**src/rtl/mod_segment_scheduler.sv**
```systemverilog
// Two-segment modulation scheduler: latches segment-change requests, waits for the
// selected trigger, then drives the active segment and counts loops against its repeat limit.
module mod_segment_scheduler #(
  parameter int                   REP_WIDTH    = 16,
  parameter int                   SYNC_STAGES  = 2,
  parameter logic [REP_WIDTH-1:0] REP_INFINITE = '1
) (
  input  logic                 clk,
  input  logic                 rst_n,
  input  logic                 update,
  input  logic                 req_rd_segment,
  input  logic [7:0]           transition_mode,
  input  logic [63:0]          transition_value,
  input  logic [REP_WIDTH-1:0] rep0,
  input  logic [REP_WIDTH-1:0] rep1,
  input  logic [63:0]          sys_time,
  input  logic                 loop_end,
  input  logic [3:0]           gpio_in,
  output logic                 segment,
  output logic                 stop,
  output logic                 swap,
  output logic [REP_WIDTH-1:0] loop_cnt,
  output logic                 mode_err
);

  // state      | meaning
  // ST_RUN     | playing segment, counting loops
  // ST_WAIT    | request pending, current segment keeps playing
  // ST_HALT    | repeat limit reached, stop held high

  localparam logic [7:0] MODE_SYNC_IDX  = 8'h00;
  localparam logic [7:0] MODE_SYS_TIME  = 8'h01;
  localparam logic [7:0] MODE_GPIO      = 8'h02;
  localparam logic [7:0] MODE_EXT       = 8'hF0;
  localparam logic [7:0] MODE_IMMEDIATE = 8'hFF;

  typedef enum logic [1:0] {ST_RUN, ST_WAIT, ST_HALT} state_t;

  state_t                       state_q, state_d;
  logic                         pend_seg_q;
  logic [7:0]                   pend_mode_q;
  logic [63:0]                  pend_value_q;
  logic [REP_WIDTH-1:0]         rep0_q, rep1_q, rep_lim_q;
  logic                         ext_alt_q;
  logic [SYNC_STAGES-1:0][3:0]  gpio_sync_q;
  logic [3:0]                   gpio_last_q;
  logic [3:0]                   gpio_rise;

  logic                         mode_known, req_ok, req_bad, req_now;
  logic                         trig, limit_hit, count_en;
  logic                         take_swap, swap_seg, swap_ext, go_halt;
  logic [REP_WIDTH-1:0]         swap_rep;
  logic                         seg_d, stop_d, swap_d, err_d, ext_alt_d;
  logic [REP_WIDTH-1:0]         cnt_d, rep_lim_d;

  always_comb begin
    mode_known = 1'b0;
    case (transition_mode)
      MODE_SYNC_IDX, MODE_SYS_TIME, MODE_GPIO, MODE_EXT, MODE_IMMEDIATE: mode_known = 1'b1;
      default: mode_known = 1'b0;
    endcase
  end

  assign req_ok  = update & mode_known;
  assign req_bad = update & ~mode_known;
  // While stopped the reader emits no loop_end, so loop-synchronous requests fire at once.
  assign req_now = (transition_mode == MODE_IMMEDIATE) ||
                   (stop && ((transition_mode == MODE_SYNC_IDX) || (transition_mode == MODE_EXT)));

  assign gpio_rise = gpio_sync_q[SYNC_STAGES-1] & ~gpio_last_q;

  always_comb begin
    trig = 1'b0;
    case (pend_mode_q)
      MODE_SYNC_IDX, MODE_EXT: trig = loop_end;
      MODE_SYS_TIME:           trig = (sys_time >= pend_value_q);
      MODE_GPIO:               trig = gpio_rise[pend_value_q[1:0]];
      default:                 trig = 1'b0;
    endcase
  end

  assign limit_hit = (state_q == ST_RUN) && loop_end && (rep_lim_q != REP_INFINITE) &&
                     (loop_cnt == rep_lim_q);

  always_ff @(posedge clk or negedge rst_n) begin
    if (!rst_n) state_q <= ST_RUN;
    else        state_q <= state_d;
  end

  always_comb begin
    state_d   = state_q;
    take_swap = 1'b0;
    go_halt   = 1'b0;
    swap_seg  = pend_seg_q;
    swap_rep  = pend_seg_q ? rep1_q : rep0_q;
    swap_ext  = (pend_mode_q == MODE_EXT);
    if (req_ok) begin
      if (req_now) begin
        take_swap = 1'b1;
        swap_seg  = req_rd_segment;
        swap_rep  = req_rd_segment ? rep1 : rep0;
        swap_ext  = (transition_mode == MODE_EXT);
      end else begin
        state_d = ST_WAIT;
      end
    end else if (!update) begin
      case (state_q)
        ST_WAIT: if (trig) take_swap = 1'b1;
        ST_RUN: begin
          if (limit_hit) begin
            if (ext_alt_q) begin
              take_swap = 1'b1;
              swap_seg  = ~segment;
              swap_rep  = segment ? rep0_q : rep1_q;
              swap_ext  = 1'b1;
            end else begin
              go_halt = 1'b1;
              state_d = ST_HALT;
            end
          end
        end
        default: ;
      endcase
    end
    if (take_swap) state_d = ST_RUN;
  end

  always_comb begin
    count_en  = (state_q == ST_RUN) && loop_end && !update && !take_swap;
    seg_d     = segment;
    stop_d    = stop;
    swap_d    = take_swap;
    err_d     = req_bad;
    cnt_d     = loop_cnt;
    rep_lim_d = rep_lim_q;
    ext_alt_d = req_ok ? 1'b0 : ext_alt_q;
    if (take_swap) begin
      seg_d     = swap_seg;
      stop_d    = 1'b0;
      cnt_d     = '0;
      rep_lim_d = swap_rep;
      ext_alt_d = swap_ext;
    end else begin
      if (go_halt) stop_d = 1'b1;
      if (count_en && (loop_cnt != '1)) cnt_d = loop_cnt + REP_WIDTH'(1);
    end
  end

  always_ff @(posedge clk or negedge rst_n) begin
    if (!rst_n) begin
      segment      <= 1'b0;
      stop         <= 1'b0;
      swap         <= 1'b0;
      loop_cnt     <= '0;
      mode_err     <= 1'b0;
      rep_lim_q    <= REP_INFINITE;
      ext_alt_q    <= 1'b0;
      pend_seg_q   <= 1'b0;
      pend_mode_q  <= MODE_IMMEDIATE;
      pend_value_q <= '0;
      rep0_q       <= REP_INFINITE;
      rep1_q       <= REP_INFINITE;
    end else begin
      segment   <= seg_d;
      stop      <= stop_d;
      swap      <= swap_d;
      loop_cnt  <= cnt_d;
      mode_err  <= err_d;
      rep_lim_q <= rep_lim_d;
      ext_alt_q <= ext_alt_d;
      if (req_ok) begin
        pend_seg_q   <= req_rd_segment;
        pend_mode_q  <= transition_mode;
        pend_value_q <= transition_value;
        rep0_q       <= rep0;
        rep1_q       <= rep1;
      end
    end
  end

  always_ff @(posedge clk or negedge rst_n) begin
    if (!rst_n) begin
      gpio_sync_q <= '0;
      gpio_last_q <= '0;
    end else begin
      gpio_sync_q[0] <= gpio_in;
      for (int i = 1; i < SYNC_STAGES; i++) gpio_sync_q[i] <= gpio_sync_q[i-1];
      gpio_last_q <= gpio_sync_q[SYNC_STAGES-1];
    end
  end

endmodule

```
**config.mk**
```make
export PLATFORM = sky130hd
export DESIGN_NAME = mod_segment_scheduler
export DESIGN_NICKNAME = d
export VERILOG_FILES = /design/src/rtl/mod_segment_scheduler.sv
export SDC_FILE = /design/constraint.sdc
export NUM_CORES = 1
export LEC_CHECK = 0
export CAP_MARGIN = 5
export CORE_ASPECT_RATIO = 1.4
export CORE_UTILIZATION = 35
export CTS_CLUSTER_SIZE = 20
export DETAILED_ROUTE_END_ITERATION = 12
export GPL_TIMING_DRIVEN = 0
export SYNTH_ARGS = -nofsm -noshare
export SYNTH_HDL_FRONTEND = slang
export SYNTH_SLANG_ARGS = --single-unit
```
**constraint.sdc**
```tcl
create_clock -name clk -period 3.4 [get_ports clk]
set_clock_uncertainty 0.15 [all_clocks]
set_input_delay 0.51 -clock clk [delete_from_list [all_inputs] [get_ports clk]]
set_output_delay 0.51 -clock clk [all_outputs]
set_load 0.05 [all_outputs]
```
======== Word level (Yosys, flattened, before mapping) ========
Cells that the tools add are included.
storage, ports and cells
  bits in registers ....................... 156
  input port bits ......................... 177
  word-level logic and storage cells ...... 111
operators by class
  add/sub/neg operators ................... 1
  magnitude comparators ................... 2
  equal/unequal tests ..................... 14
  multiplexer cells ....................... 50
  bitwise logic cells ..................... 6
  reduce and logical (&&, ||, !) cells .... 22
operator list
  operator                                            count
  two-way mux 16 bit                                  11
  >= comparator 64 bit                                1
  != test 16 bit, second input constant               2
  two-way mux 1 bit                                   29
  == test 8 bit, second input constant                3
  adder 16 x 1 -> 16 bit, second input constant       1
  == test 16 bit                                      1
  == test 8 x 1 -> 1 bit, second input constant       2
  == test 8 x 2 -> 1 bit, second input constant       2
  zero test 8 bit                                     2
  two-way mux 2 bit                                   7
  logical AND 1 bit                                   7
  != test 3 x 1 -> 1 bit, second input constant       2
  nonzero test 2 bit                                  3
  nonzero test 3 bit                                  2
  AND reduction 5 bit                                 1
  OR reduction 5 bit                                  1
  AND 4 bit                                           1
  NOT 4 bit                                           1
  < comparator 2 x 3 -> 1 bit, second input constant  1
  != test 3 x 2 -> 1 bit, second input constant       1
  case mux 1 bit (3 select lines)                     1
  AND 1 bit                                           2
  binary-select mux 1 bit (select 2 bit)              1
  7 further kinds                                     10

======== Logic depth before layout (Yosys ltp) ========
  depth in word-level cells ............... 14
  depth in mapped cells ................... 11
  mapped depth without buffers ............ 10

======== Worst setup path before layout ========
No wires, ideal clock.
  path kind ............................... input to register
  start point ............................. input port sys_time[59]
  end point ............................... register rep_lim_q[10]
  arrival time ............................ 2.476 ns
  slack ................................... 0.699 ns
  cell stages on the path ................. 9
  buffers on the path ..................... 1
  path through ............................ ha_1 nand4_1 or4_1 a2111o_1 a31oi_2 o21ai_2 nand2_4 buf_6 mux2i_1
between the ends
  word-level cells in the longest chain between the ends .. 6
ends and longest elaborated chain
  element                          RTL line  text
  start, declared                  16        input logic [63:0] sys_time,
  >= comparator 64 bit             76        MODE_SYS_TIME: trig = (sys_time >= pend_value_q);
  case mux 1 bit (3 select lines)  74        case (pend_mode_q)
  two-way mux 1 bit                108       ST_WAIT: if (trig) take_swap = 1'b1;
  case mux 1 bit (2 select lines)  107       case (state_q)
  two-way mux 1 bit                106       end else if (!update) begin
  two-way mux 1 bit                97        if (req_ok) begin
  end signal, assigned             169       rep_lim_q <= rep_lim_d;
  end, declared                    43        logic [REP_WIDTH-1:0] rep0_q, rep1_q, rep_lim_q;
Every way passes these cells.
A chain may end at the register's enable or synchronous reset.

======== Worst setup path after layout ========
  start point ............................. input port sys_time[59]
  end point ............................... register rep_lim_q[15]
The elaborated chain is that of the path after synthesis.

==> flow_metrics.py <==
metrics = {
    "yosys": {
        "synthesis.area_um2": 8780,
        "synth_cells": 957,
        "ys_ff_latch": 156,
        "synth-seq-area-share_pct": 45.3,
        "synth_flop_cell": "dfrtp_1",
        "synth.net_count": 1199,
        "async_reset_ff_share_pct": 100,
        "synth_cell_types": 61,
        "yosysWarningCount": 0,
        "avgSynthCellArea_um2": 9.18,
        "synth-edff-count": 0,
    },
    "setup_path": {
        "reg2reg_depth": 10,
        "timing.rr.start": "pend_value_q[59]",
        "end_kind": "flop",
        "arrival_ns": 3.35,
        "required_ns": 3.60,
        "r2r_slack_ns": 0.41,
        "rr_endpoint": "rep_lim_q[15]",
        "cp-start-kind": "primary input",
        "crit_path_max_fanout": 10,
        "critPathKind": "primary input to flop",
    },
    "final_layout": {
        "syn2layout_area_growth_pct": 33.8,
        "utilization_pct": 47.6,
        "final_common_cell": "nand2_1",
        "final_cell_mix": "nand2_1, clkdlybuf4s50_1, dfrtp_1, inv_1, o21ai_0",
        "drive_above_1_share_pct": 11.2,
        "fin_nets": 1415,
        "instances_no_fill": 1502,
    },
    "cts": {
        "clockRootBuffer": "clkbuf_16",
        "cts_tree": "done",
        "cts_resized": 0,
        "cts.sinks": 156,
        "htreeDepth": 4,
        "clk_latency_ns": 0.43,
        "numCtsBuffers": 17,
        "ctsLongestPathBuffers": 2,
        "clkTransAtPathRegs_ns": 0.06,
    },
    "floorplanning": {
        "coreArea_um2": 24700,
        "die_w_um": 136,
        "die_y_um": 189,
        "ioPinCount": 197,
        "initial_core_util_pct": 35.6,
        "rows": 68,
        "dieArea_um2": 25700,
    },
    "worst_hold_path": {
        "min_path_type": "flop to flop",
        "min_from": "gpio_sync_q[2]",
        "hold_path_end": "gpio_sync_q[6]",
        "hold_depth": 0,
    },
    "drt": {
        "viasPerCell": 4.97,
        "finalWirelength_um": 25000,
        "drt_first_pass_iters": 5,
        "vias": 7472,
        "drtIter0Drc": 295,
        "wire_per_inst_um": 16.6,
        "drcViolationCount": 0,
        "ant_nets": 0,
    },
    "global_routing": {
        "track_usage_pct": 20.1,
        "grt_max_degree": 84,
        "grt_antenna_before_repair": 4,
        "grt_overflow_total": 0,
        "grt_pass1_vias": 7699,
        "grt_pass1_wl_um": 39500,
    },
    "timing": {
        "rsz0062_at_grt": "no",
        "period_share_pct": 92.6,
        "holdWs_ns": 0.197,
        "report.final.setup_viol": 0,
        "fin_crit_ns": 3.15,
        "slew-limit-headroom_pct": 43.4,
        "finalMaxSlewViolations": 0,
        "max_freq_mhz": 318,
        "tightest_slew_ns": 0.845,
        "hold_viol_final": 0,
    },
    "place": {
        "gp_congestion": 0.836,
        "dp_cells": 1468,
        "port_buffers": 195,
        "post-dp-hpwl_um": 19000,
    },
    "power": {
        "worst_ir_drop_vdd_v": 0.000351,
        "cellLeakagePower_nw": 5.10,
        "finalPower_mw": 6.30,
        "power.density_nw_per_um2": 536,
    },
    "run": {
        "cap_viol_max_count": 0,
    },
    "run_status": {
        "status": "finished, final reports clean",
    },
}
sequential cells by signal, summed over array words and instances (netlist names):
name	count
ext_alt_q	1
gpio_last_q	4
gpio_sync_q	8
loop_cnt	16
mode_err	1
pend_mode_q	8
pend_seg_q	1
pend_value_q	64
rep0_q	16
rep1_q	16
rep_lim_q	16
segment	1
state_q	2
stop	1
swap	1
stage by stage:
stage,setup WS (ns),cell area [um^2],TNS (ns)
floorplan,0.699,8780,0
global placement,-5.03,11100,-671.01
detailed placement,-0.266,11200,-7.45
CTS,0.184,11700,0
global route,0.0490,11800,0
finish,0.252,11800,0
worst max-delay path: stages:
cell	delay [ns]
clkdlybuf4s50_1	0.42
ha_1	0.32
nand4_1	0.13
or4_1	0.60
a2111o_1	0.34
a31oi_2	0.30
o21ai_2	0.14
nand2_4	0.17
buf_4	0.21
mux2i_1	0.19
synth_stat cells, types with 4 or more instances:
cell type | n | area, um^2
nand2_1 | 212 | 796
dfrtp_1 | 100 | 2500
inv_1 | 85 | 319
o21ai_0 | 77 | 385
ha_1 | 65 | 813
dfstp_2 | 56 | 1470
nor2_1 | 38 | 143
nor2b_1 | 35 | 219
a211oi_1 | 34 | 255
a21oi_1 | 27 | 135
nand4_1 | 24 | 150
xnor2_1 | 21 | 184
clkbuf_1 | 20 | 75.1
mux2i_1 | 18 | 180
buf_2 | 17 | 85.1
o21ai_1 | 15 | 75.1
nand3_1 | 13 | 65.1
o221ai_2 | 10 | 150
xor2_1 | 10 | 87.6
o221ai_1 | 7 | 61.3
and4_1 | 5 | 43.8
nand2b_1 | 5 | 31.3
nor3_1 | 5 | 25.0
nor4_1 | 5 | 31.3
a21o_1 | 4 | 30.0
a31o_2 | 4 | 35.0
and3_1 | 4 | 25.0
report_power, final:
part	internal (mW)	switching (mW)
logic	0.831	0.906
clock network	1.13	0.739
registers	2.40	0.291
layout make-up:
| cell class | count | area, um^2 |
|---|---|---|
| plain buffers | 42 | 221 |
| well taps | 315 | 394 |
| flip-flops and latches | 156 | 3970 |
| repair buffers | 197 | 1990 |
| inverters | 85 | 319 |
| diodes | 2 | 5.00 |
| fillers | 2421 | 12900 |
| clock buffers | 26 | 522 |
| clock inverters | 5 | 53.8 |
| multi-input cells | 674 | 4270 |
logic make-up (layout without fill, tap and decap cells):
group | after synthesis | in the layout | share of synthesized area, %
simple gates | 361 | 361 | 19.0
compound gates | 199 | 199 | 15.2
flops | 156 | 156 | 45.3
buf+inv | 127 | 355 | 6.16
fa+ha+maj | 65 | 65 | 9.26
xor+xnor | 31 | 31 | 3.09
mux | 18 | 18 | 2.05
other cells | 0 | 2 | 0
metal layers:
layer  up-vias  track usage [%]  part of all wire (%)
li1       3709                -                     -
met1      3548             23.8                    42
met2       187             35.9                    51
met3        26             3.78                   4.2
met4         2             7.22                   1.9
met5         -                0                 0.052
worst max path at each step:
stage,start,endpoint,cells past startpoint
3_3_place_gp,rst_n,pend_value_q[54],1
2_1_floorplan,sys_time[59],rep_lim_q[10],9
5_1_grt,sys_time[59],rep_lim_q[15],10
3_5_place_dp,sys_time[59],rep_lim_q[15],10
4_1_cts,sys_time[59],rep_lim_q[15],10
6_report,sys_time[59],rep_lim_q[15],10
timing repair:
action / CTS / global route
hold endpoints to repair: 31 / 0
setup buffers: 0 / 0
hold buffers: 1 / 0
setup endpoints to repair: 0 / 0
No activity file was read; power rests on OpenSTA's default activity.
